==> src/rtl/sb_timer_pkg.sv <==
// Shared definitions for the sb_timer peripheral: widths, register offsets,
// CTRL/STATUS bit positions and the packed register layouts.
package sb_timer_pkg;

  localparam int unsigned TMR_DW = 32;
  localparam int unsigned TMR_AW = 32;

  localparam logic [31:0] TMR_BASE = 32'h4000_0000;

  // Register byte offsets inside the 256-byte region
  localparam logic [7:0] TMR_CTRL   = 8'h00;
  localparam logic [7:0] TMR_COUNT  = 8'h04;
  localparam logic [7:0] TMR_CMP    = 8'h08;
  localparam logic [7:0] TMR_STATUS = 8'h0C;
  localparam logic [7:0] TMR_PRESC  = 8'h10;

  // CTRL bit indices
  localparam int unsigned CTRL_EN = 0;
  localparam int unsigned CTRL_AR = 1;
  localparam int unsigned CTRL_OS = 2;
  localparam int unsigned CTRL_IE = 3;

  // STATUS bit indices
  localparam int unsigned STAT_MATCH = 0;
  localparam int unsigned STAT_OVF   = 1;

  typedef struct packed {
    logic ie;
    logic os;
    logic ar;
    logic en;
  } ctrl_t;

  typedef struct packed {
    logic ovf;
    logic match;
  } status_t;

endpackage

==> src/rtl/timer_prescaler.sv <==
// Prescaler: divides the clock by presc+1 while enabled, pulsing tick once
// per period. Held at zero while disabled or when software reprograms it.
module timer_prescaler #(
  parameter int unsigned W = 32
) (
  input  logic         clk,
  input  logic         rst,
  input  logic         en,
  input  logic         clr,
  input  logic [W-1:0] presc,
  output logic         tick
);

  logic [W-1:0] pcnt_q;
  logic [W-1:0] pcnt_d;

  assign tick = en & (pcnt_q == presc);

  // Next prescale count: wrap on tick, park at zero when idle or cleared
  always_comb begin
    pcnt_d = pcnt_q + W'(1);
    if (!en || clr || tick) begin
      pcnt_d = '0;
    end
  end

  // Prescale count register
  always_ff @(posedge clk) begin
    if (rst) begin
      pcnt_q <= '0;
    end else begin
      pcnt_q <= pcnt_d;
    end
  end

endmodule

==> src/rtl/sb_timer.sv <==
// Memory-mapped timer/compare slave: register file, compare/overflow logic,
// zero-latency read mux and a registered level interrupt.
module sb_timer
  import sb_timer_pkg::*;
#(
  parameter int unsigned   DW        = TMR_DW,
  parameter int unsigned   AW        = TMR_AW,
  parameter logic [AW-1:0] BASE_ADDR = AW'(TMR_BASE)
) (
  input  logic          clk,
  input  logic          rst,
  input  logic          s_rw,
  input  logic [AW-1:0] s_addr,
  input  logic [DW-1:0] s_wdata,
  output logic [DW-1:0] s_rdata,
  output logic          irq_o
);

  ctrl_t         ctrl_q, ctrl_d;
  status_t       status_q, status_d;
  logic [DW-1:0] count_q, count_d;
  logic [DW-1:0] cmp_q, cmp_d;
  logic [DW-1:0] presc_q, presc_d;
  logic          irq_q, irq_d;

  logic          hit;
  logic [7:0]    off;
  logic          wr_ctrl, wr_count, wr_cmp, wr_status, wr_presc;
  logic          tick;
  logic          eval;
  logic [DW-1:0] rdata_c;
  logic          unused_addr_lsb;

  // Address decode; byte lanes within a word are ignored
  assign hit             = (s_addr[AW-1:8] == BASE_ADDR[AW-1:8]);
  assign off             = {s_addr[7:2], 2'b00};
  assign unused_addr_lsb = ^s_addr[1:0];

  assign wr_ctrl   = s_rw & hit & (off == TMR_CTRL);
  assign wr_count  = s_rw & hit & (off == TMR_COUNT);
  assign wr_cmp    = s_rw & hit & (off == TMR_CMP);
  assign wr_status = s_rw & hit & (off == TMR_STATUS);
  assign wr_presc  = s_rw & hit & (off == TMR_PRESC);

  timer_prescaler #(
    .W(DW)
  ) u_presc (
    .clk  (clk),
    .rst  (rst),
    .en   (ctrl_q.en),
    .clr  (wr_ctrl | wr_presc),
    .presc(presc_q),
    .tick (tick)
  );

  // A software COUNT write pre-empts this cycle's compare/overflow evaluation
  assign eval = tick & ~wr_count;

  // Next-state for the register file; flag sets applied after W1C so they win
  always_comb begin
    ctrl_d   = ctrl_q;
    status_d = status_q;
    count_d  = count_q;
    cmp_d    = cmp_q;
    presc_d  = presc_q;
    irq_d    = ctrl_q.ie & (status_q.match | status_q.ovf);

    if (wr_status) begin
      status_d.match = status_q.match & ~s_wdata[STAT_MATCH];
      status_d.ovf   = status_q.ovf & ~s_wdata[STAT_OVF];
    end

    if (eval) begin
      if (count_q == cmp_q) begin
        status_d.match = 1'b1;
        count_d        = ctrl_q.ar ? '0 : count_q + DW'(1);
        if (ctrl_q.os) begin
          ctrl_d.en = 1'b0;
        end
      end else if (count_q == {DW{1'b1}}) begin
        status_d.ovf = 1'b1;
        count_d      = '0;
      end else begin
        count_d = count_q + DW'(1);
      end
    end

    if (wr_ctrl) begin
      ctrl_d = ctrl_t'(s_wdata[3:0]);
    end
    if (wr_count) begin
      count_d = s_wdata;
    end
    if (wr_cmp) begin
      cmp_d = s_wdata;
    end
    if (wr_presc) begin
      presc_d = s_wdata;
    end
  end

  // Register file and interrupt flop
  always_ff @(posedge clk) begin
    if (rst) begin
      ctrl_q   <= '0;
      status_q <= '0;
      count_q  <= '0;
      cmp_q    <= {DW{1'b1}};
      presc_q  <= '0;
      irq_q    <= 1'b0;
    end else begin
      ctrl_q   <= ctrl_d;
      status_q <= status_d;
      count_q  <= count_d;
      cmp_q    <= cmp_d;
      presc_q  <= presc_d;
      irq_q    <= irq_d;
    end
  end

  // Zero-latency read mux; unmapped and out-of-region addresses return 0
  always_comb begin
    rdata_c = '0;
    if (!rst && hit) begin
      case (off)
        TMR_CTRL:   rdata_c = DW'(ctrl_q);
        TMR_COUNT:  rdata_c = count_q;
        TMR_CMP:    rdata_c = cmp_q;
        TMR_STATUS: rdata_c = DW'(status_q);
        TMR_PRESC:  rdata_c = presc_q;
        default:    rdata_c = '0;
      endcase
    end
  end

  assign s_rdata = rdata_c;
  assign irq_o   = irq_q;

endmodule

==> config.mk <==
export PLATFORM = sky130hd
export DESIGN_NAME = sb_timer
export DESIGN_NICKNAME = d
export VERILOG_FILES = /design/src/rtl/sb_timer_pkg.sv /design/src/rtl/timer_prescaler.sv /design/src/rtl/sb_timer.sv
export SDC_FILE = /design/constraint.sdc
export NUM_CORES = 1
export LEC_CHECK = 0
export CELL_PAD_IN_SITES_DETAIL_PLACEMENT = 0
export CELL_PAD_IN_SITES_GLOBAL_PLACEMENT = 1
export CORE_UTILIZATION = 37
export CTS_CLUSTER_DIAMETER = 50
export DETAILED_ROUTE_END_ITERATION = 12
export GPL_ROUTABILITY_DRIVEN = 0
export MAX_ROUTING_LAYER = met4
export PLACE_DENSITY_LB_ADDON = 0.1
export SLEW_MARGIN = 10
export SYNTH_ARGS = -nofsm -noshare
export SYNTH_HDL_FRONTEND = slang
export SYNTH_SLANG_ARGS = --single-unit
export TNS_END_PERCENT = 20
==> constraint.sdc <==
create_clock -name clk -period 2.49 [get_ports clk]
set_input_delay 0.3735 -clock clk [delete_from_list [all_inputs] [get_ports clk]]
set_output_delay 0.3735 -clock clk [all_outputs]
set_load 0.1 [all_outputs]
# Word level (Yosys, flattened, before mapping)
# Cells that the tools add are included.
totals:
  reg_bits: 135
  inputBits: 67
  output_inout_bits: 33
  word_cells: 65
op_classes:
  add_sub_neg: 2
  n_eq_ne: 8
  mux: 16
  n_bitwise: 16
  n_reduce_logical: 12
op_table:
  columns: ["operator", "n"]
  rows:
  - ["32-bit 2-to-1 mux", 6]
  - ["32-bit one-hot mux with 5 select lines", 1]
  - ["32-bit by 1-bit adder with 32-bit output (second input constant)", 2]
  - ["32-bit equality test", 2]
  - ["32-bit equality test (second input constant)", 1]
  - ["24-bit by 23-bit equality test with 1-bit output (second input constant)", 1]
  - ["6-bit by 2-bit equality test with 1-bit output (second input constant)", 2]
  - ["1-bit AND", 11]
  - ["8-bit logical NOT", 1]
  - ["2-bit nonzero test", 4]
  - ["1-bit 2-to-1 mux", 7]
  - ["6-bit by 1-bit equality test with 1-bit output (second input constant)", 1]
  - ["6-bit by 3-bit equality test with 1-bit output (second input constant)", 1]
  - ["2-bit 2-to-1 mux", 2]
  - ["1-bit inverter", 3]
  - ["3-bit AND reduction", 1]
  - ["1-bit logical NOT", 2]
  - ["1-bit logical OR", 2]
  - ["1-bit bitwise OR", 2]
  - ["2-bit OR reduction", 1]
  - ["1-bit logical AND", 1]

# Depth between registers and ports, before layout
depth:
  depth_word: 7
  mapped_depth: 10
  ltp_nobuf: 8

# Cells and area by module
# A second synthesis with hierarchy kept.
unflattened:
  hier_cells: 918
  hier_area_um2: 7439.6
by_module_without_submodules:
  columns: ["module", "instances", "cells_per_inst", "area_each_um2", "seq_area_each_um2"]
  rows:
  - ["sb_timer", 1, 710, 5670.4, 2062.0]
  - ["timer_prescaler", 1, 208, 1769.2, 640.6]

# Least setup slack after synthesis
# No wires, ideal clock.
synth_timing:
  path_type: "input to output"
  startpoint: "in s_addr[5]"
  endpoint: "out s_rdata[1]"
  arrival_time_ns: 3.001
  required_time_ns: 2.117
  slack_ns: -0.885
  path_stages: 6
  path_buffers: 1
  path_cell_list: "nor4_2 -> nand2_1 -> nor2_1 -> clkbuf_1 -> a22oi_1 -> a21oi_1"
synth_via:
  elab_chain_cells: 3
  elab_cells_between_ends: 7
  classes_between: "4 x eq/ne; 2 x mux; 1 x reduce/logical"
synth_rtl:
  columns: ["item", "line_no", "source"]
  rows:
  - ["start, declared", "sb_timer.sv:13", "input logic [AW-1:0] s_addr,"]
  - ["6-bit by 3-bit equality test with 1-bit output, or another cell as far along", "sb_timer.sv:125", "case (off)"]
  - ["32-bit one-hot mux with 5 select lines *", "sb_timer.sv:125", null]
  - ["32-bit 2-to-1 mux *", "sb_timer.sv:124", "if (!rst && hit) begin"]
  - ["end, declared", "sb_timer.sv:15", "output logic [DW-1:0] s_rdata,"]
# Mark *: on every way between the ends. The rest lies on a longest branch, timed or not.

# Worst setup path after layout
layout_timing:
  startpoint: "reg presc_q[21]"
  endpoint: "reg count_q[21]"
layout_via:
  elab_chain_cells: 4
layout_rtl:
  columns: ["item", "line_no", "source"]
  rows:
  - ["start, declared", "sb_timer.sv:23", "logic [DW-1:0] presc_q, presc_d;"]
  - ["start signal, assigned", "sb_timer.sv:116", "presc_q <= presc_d;"]
  - ["32-bit equality test", "timer_prescaler.sv:17", "assign tick = en & (pcnt_q == presc);"]
  - ["1-bit AND", "timer_prescaler.sv:17", null]
  - ["1-bit AND", "sb_timer.sv:57", "assign eval = tick & ~wr_count;"]
  - ["2-bit nonzero test (no line)", null, null]
  - ["end signal, assigned", "sb_timer.sv:114", "count_q <= count_d;"]
  - ["end, declared", "sb_timer.sv:21", "logic [DW-1:0] count_q, count_d;"]
# Every way passes these cells.
# A chain may end at the register's enable or synchronous reset.

==> impl_metrics.toml <==
[routing]
avgViaCountPerCell = 5.43
wl_met1_um = 13100
met3RoutedLength_um = 2100
detailedRoute.firstIterationViolations = 796
drt_first_pass_iters = 6
dr_wl_met2_um = 13100
dr_vias = 7826
final_antenna_net_count = 0
post_route_drc_violation_count = 0
routed_wire_length_per_instance_um = 20.1
finalWirelength_um = 29000
highest_layer = "met4"

[global_routing]
first_pass_grt_wire_length_um = 44400
grt_pass1_vias = 7663
grt_antenna_before_repair = 0
grt_max_degree = 37
tot_gr_track_use_pct = 30.2
grt-ovfl-total = 0

[clocking]
maximum_level_of_the_cts_h_tree = 4
ctsHoldBuffers = 0
clock_path_buffers = 2
clock_transition_at_the_registers_of_the_reported_paths_ns = 0.07
cts_root_buf = "clkbuf_16"
clkLatencyLatePin_ns = 0.44
sinks_on_the_clock_net = 135
cts_tree = "done"
cts-buffers-inserted = 17

[finish]
finish.net_count = 1232
final_cell_area_um2 = 11600
post_layout_nonfiller_instances = 1441
antennaDiodeCount = 0
filler_cells_inserted = 1804
finished_core_util_pct = 59.3
layout_cells_sized_above_1_pct = 30.0
synthesis_to_finish_area_growth_pct = 56.2

[timing]
timing.final.crit_period_ns = 2.58
totalNegativeSetupSlack_ns = -0.776
worst_slew_pin_slew_ns = 0.746
unrepaired_setup_endpoints_after_global_routing = "true"
timing.max_slew.rel_slack_pct = 50.3
worst_case_setup_margin_in_the_final_layout_ns = -0.0904
timing.hold.ws_ns = 0.493
final.period_utilization_pct = 104
slew_violations = 0
clock.fmax_ghz = 0.388
finalHoldViolCount = 0
setup_viol = 15
skew_ns = 0.0121

[floorplanning]
start_util_pct = 38.0
placementRows = 51
die_w_um = 144
num_io_pins = 100
core_area_um2 = 19600
dieArea_um2 = 20700
die_h_um = 144

[pwr]
worst_ir_drop_vdd_v = 0.000492
leakagePower_nw = 4.37
totalPowerFinal_mw = 5.07
power_density_nw_per_um2 = 436

[placement]
place.port_buffers = 97
pre_cts_slack_ns = -0.392
post_dp_cell_area_um2 = 10300
dp_hpwl_um = 22000
placed_cells = 1396

[critical_path]
data_required_critical_path_ns = 2.85
max_stage_delay_ns = 0.56
cpMostUsedCell = "or4_4"
critical_path_class = "reg -> reg"
timing.critical_path.to_type = "flop"
critical_path_cell_count = 9
worst_path_max_delay_cell = "or4_4"
crit_family = "simple AND/OR/NAND/NOR gates"
worstPathCellList = "xnor2_2 > nand4_1 > or4_4 > or4_4 > buf_12 > buf_6 > a2111oi_4 > o21ai_1 > a31oi_1"
startpoint_type = "flop"
register_to_register_path_depth = 9
arrival_ns = 2.94
path_buf_inv = 2
crit_fanout = 6

[status]
violated_checks = "negative setup slack"
status = "finished with violations"

[min_path]
min_delay_path_depth = 3
worst_hold_path_type = "in -> reg"

[yosys]
post-synth-top-count-cell = "dfxtp_1"
netlist_top_cells_area = "dfxtp_1 36%, xnor2_1 6.7%, nor2_1 6.6%, nand2_1 5.8%, mux2i_1 4.8%"
avgSynthCellArea_um2 = 8.04
synth_enable_flop_cells = 0
yosysWarnings = 0
yosys.cell_types.count = 50
synth_common_cells = "135 x dfxtp_1, 131 x nor2_1, 115 x nand2_1, 57 x xnor2_1, 49 x clkbuf_1"
syn-cell-area_um2 = 7440
proportion_of_synthesized_chip_area_in_sequential_cells_pct = 36.3
synthArstFlopShare_pct = 0
synth_top_area_share_pct = 36.3
synth_seq_cells = 135
syn_nets = 994
yosysTopAreaCell = "dfxtp_1"
yosys_most_used_dff = "dfxtp_1"
post_synth_inst_count = 925

[job]
maxCapViolCount = 0
## repair_timing
| action | CTS | global route |
|---|---|---|
| gates cloned | 3 | 0 |
| setup endpoints to repair | 97 | 99 |
| setup buffers | 10 | 2 |
| gates resized for setup | 117 | 63 |
| pin swaps | 33 | 30 |
## flip-flops by register name, summed over array words and instances, names as in the netlist
name / flops
ctrl_q: 4
u_presc.pcnt_q: 32
status_q: 2
cmp_q: 32
count_q: 32
irq_o: 1
presc_q: 32
## cell type report
type | instances | area (um2) | area share, %
clock buffers | 20 | 457 | 3.93
clock inverters | 12 | 166 | 1.43
inverters | 17 | 63.8 | 0.549
multi-input cells | 712 | 4970 | 42.8
flip-flops and latches | 135 | 2720 | 23.4
well taps | 265 | 332 | 2.85
repair buffers | 280 | 2910 | 25.0
## metal layers
layer / GRT usage, % / vias up
li1: - / 3808
met1: 39.8 / 3712
met2: 45.7 / 261
met3: 6.76 / 45
met4: 9.18 / 0
met5: - / -
## cell usage in the layout, fill, tap and decap left out, drive strengths merged, types with 5 or more instances in the layout
cell | netlist | final
xor2 | 39 | 39
a31oi | 11 | 11
dfxtp | 135 | 135
nand4 | 24 | 24
nor4b | 5 | 5
nand3 | 31 | 31
mux2i | 36 | 36
clkbuf | 49 | 26
a222oi | 32 | 32
nor4 | 33 | 33
nor2 | 131 | 131
nand3b | 33 | 33
nor3 | 22 | 22
inv | 17 | 20
buf | 12 | 217
a32oi | 9 | 9
xnor2 | 57 | 57
clkinv | 0 | 5
a22oi | 13 | 13
clkdlybuf4s15 | 0 | 7
clkdlybuf4s50 | 0 | 35
dlygate4sd2 | 0 | 11
a21oi | 27 | 27
and3 | 16 | 16
o21ai | 30 | 30
nand2 | 115 | 115
and2 | 8 | 8
## cell families (layout without fill, tap and decap cells)
| kind of cell | Yosys count | count (layout) | share of synthesized area, % |
|---|---|---|---|
| muxes | 36 | 36 | 4.84 |
| xor gates and xnor gates | 96 | 96 | 11.3 |
| adders and majority gates | 2 | 2 | 0.336 |
| buffers and inverters | 78 | 329 | 4.31 |
| DFF | 135 | 135 | 36.3 |
| and+or+nand+nor | 441 | 441 | 29.7 |
| AOI/OAI and AO/OA | 137 | 137 | 13.2 |
## power breakdown
group / switching [mW] / leakage (nW) / internal, mW
Sequential: 0.00000000175 / 1.10 / 2.16
Clock: 1.06 / 0.303 / 1.65
Combinational: 0.100 / 2.97 / 0.107
## path summary, 6_finish.rpt
kind | start | to | slack [ns]
worst min-delay path | rst | presc_q[23] | 0.49
worst max register to register | presc_q[21] | count_q[21] | -0.09
worst max-delay path | presc_q[21] | count_q[21] | -0.09
worst min register to register | cmp_q[23] | cmp_q[23] | 0.51
## worst reg2reg max path, delay by kind of cell (launching register included)
family / cells / cell delay, ns
xor gates and xnor gates: 1 / 0.23
buffers and inverters: 2 / 0.31
and+or+nand+nor: 3 / 1.18
AOI/OAI and AO/OA: 3 / 0.44
DFF: 1 / 0.34
(Power assumes the default switching activity.)
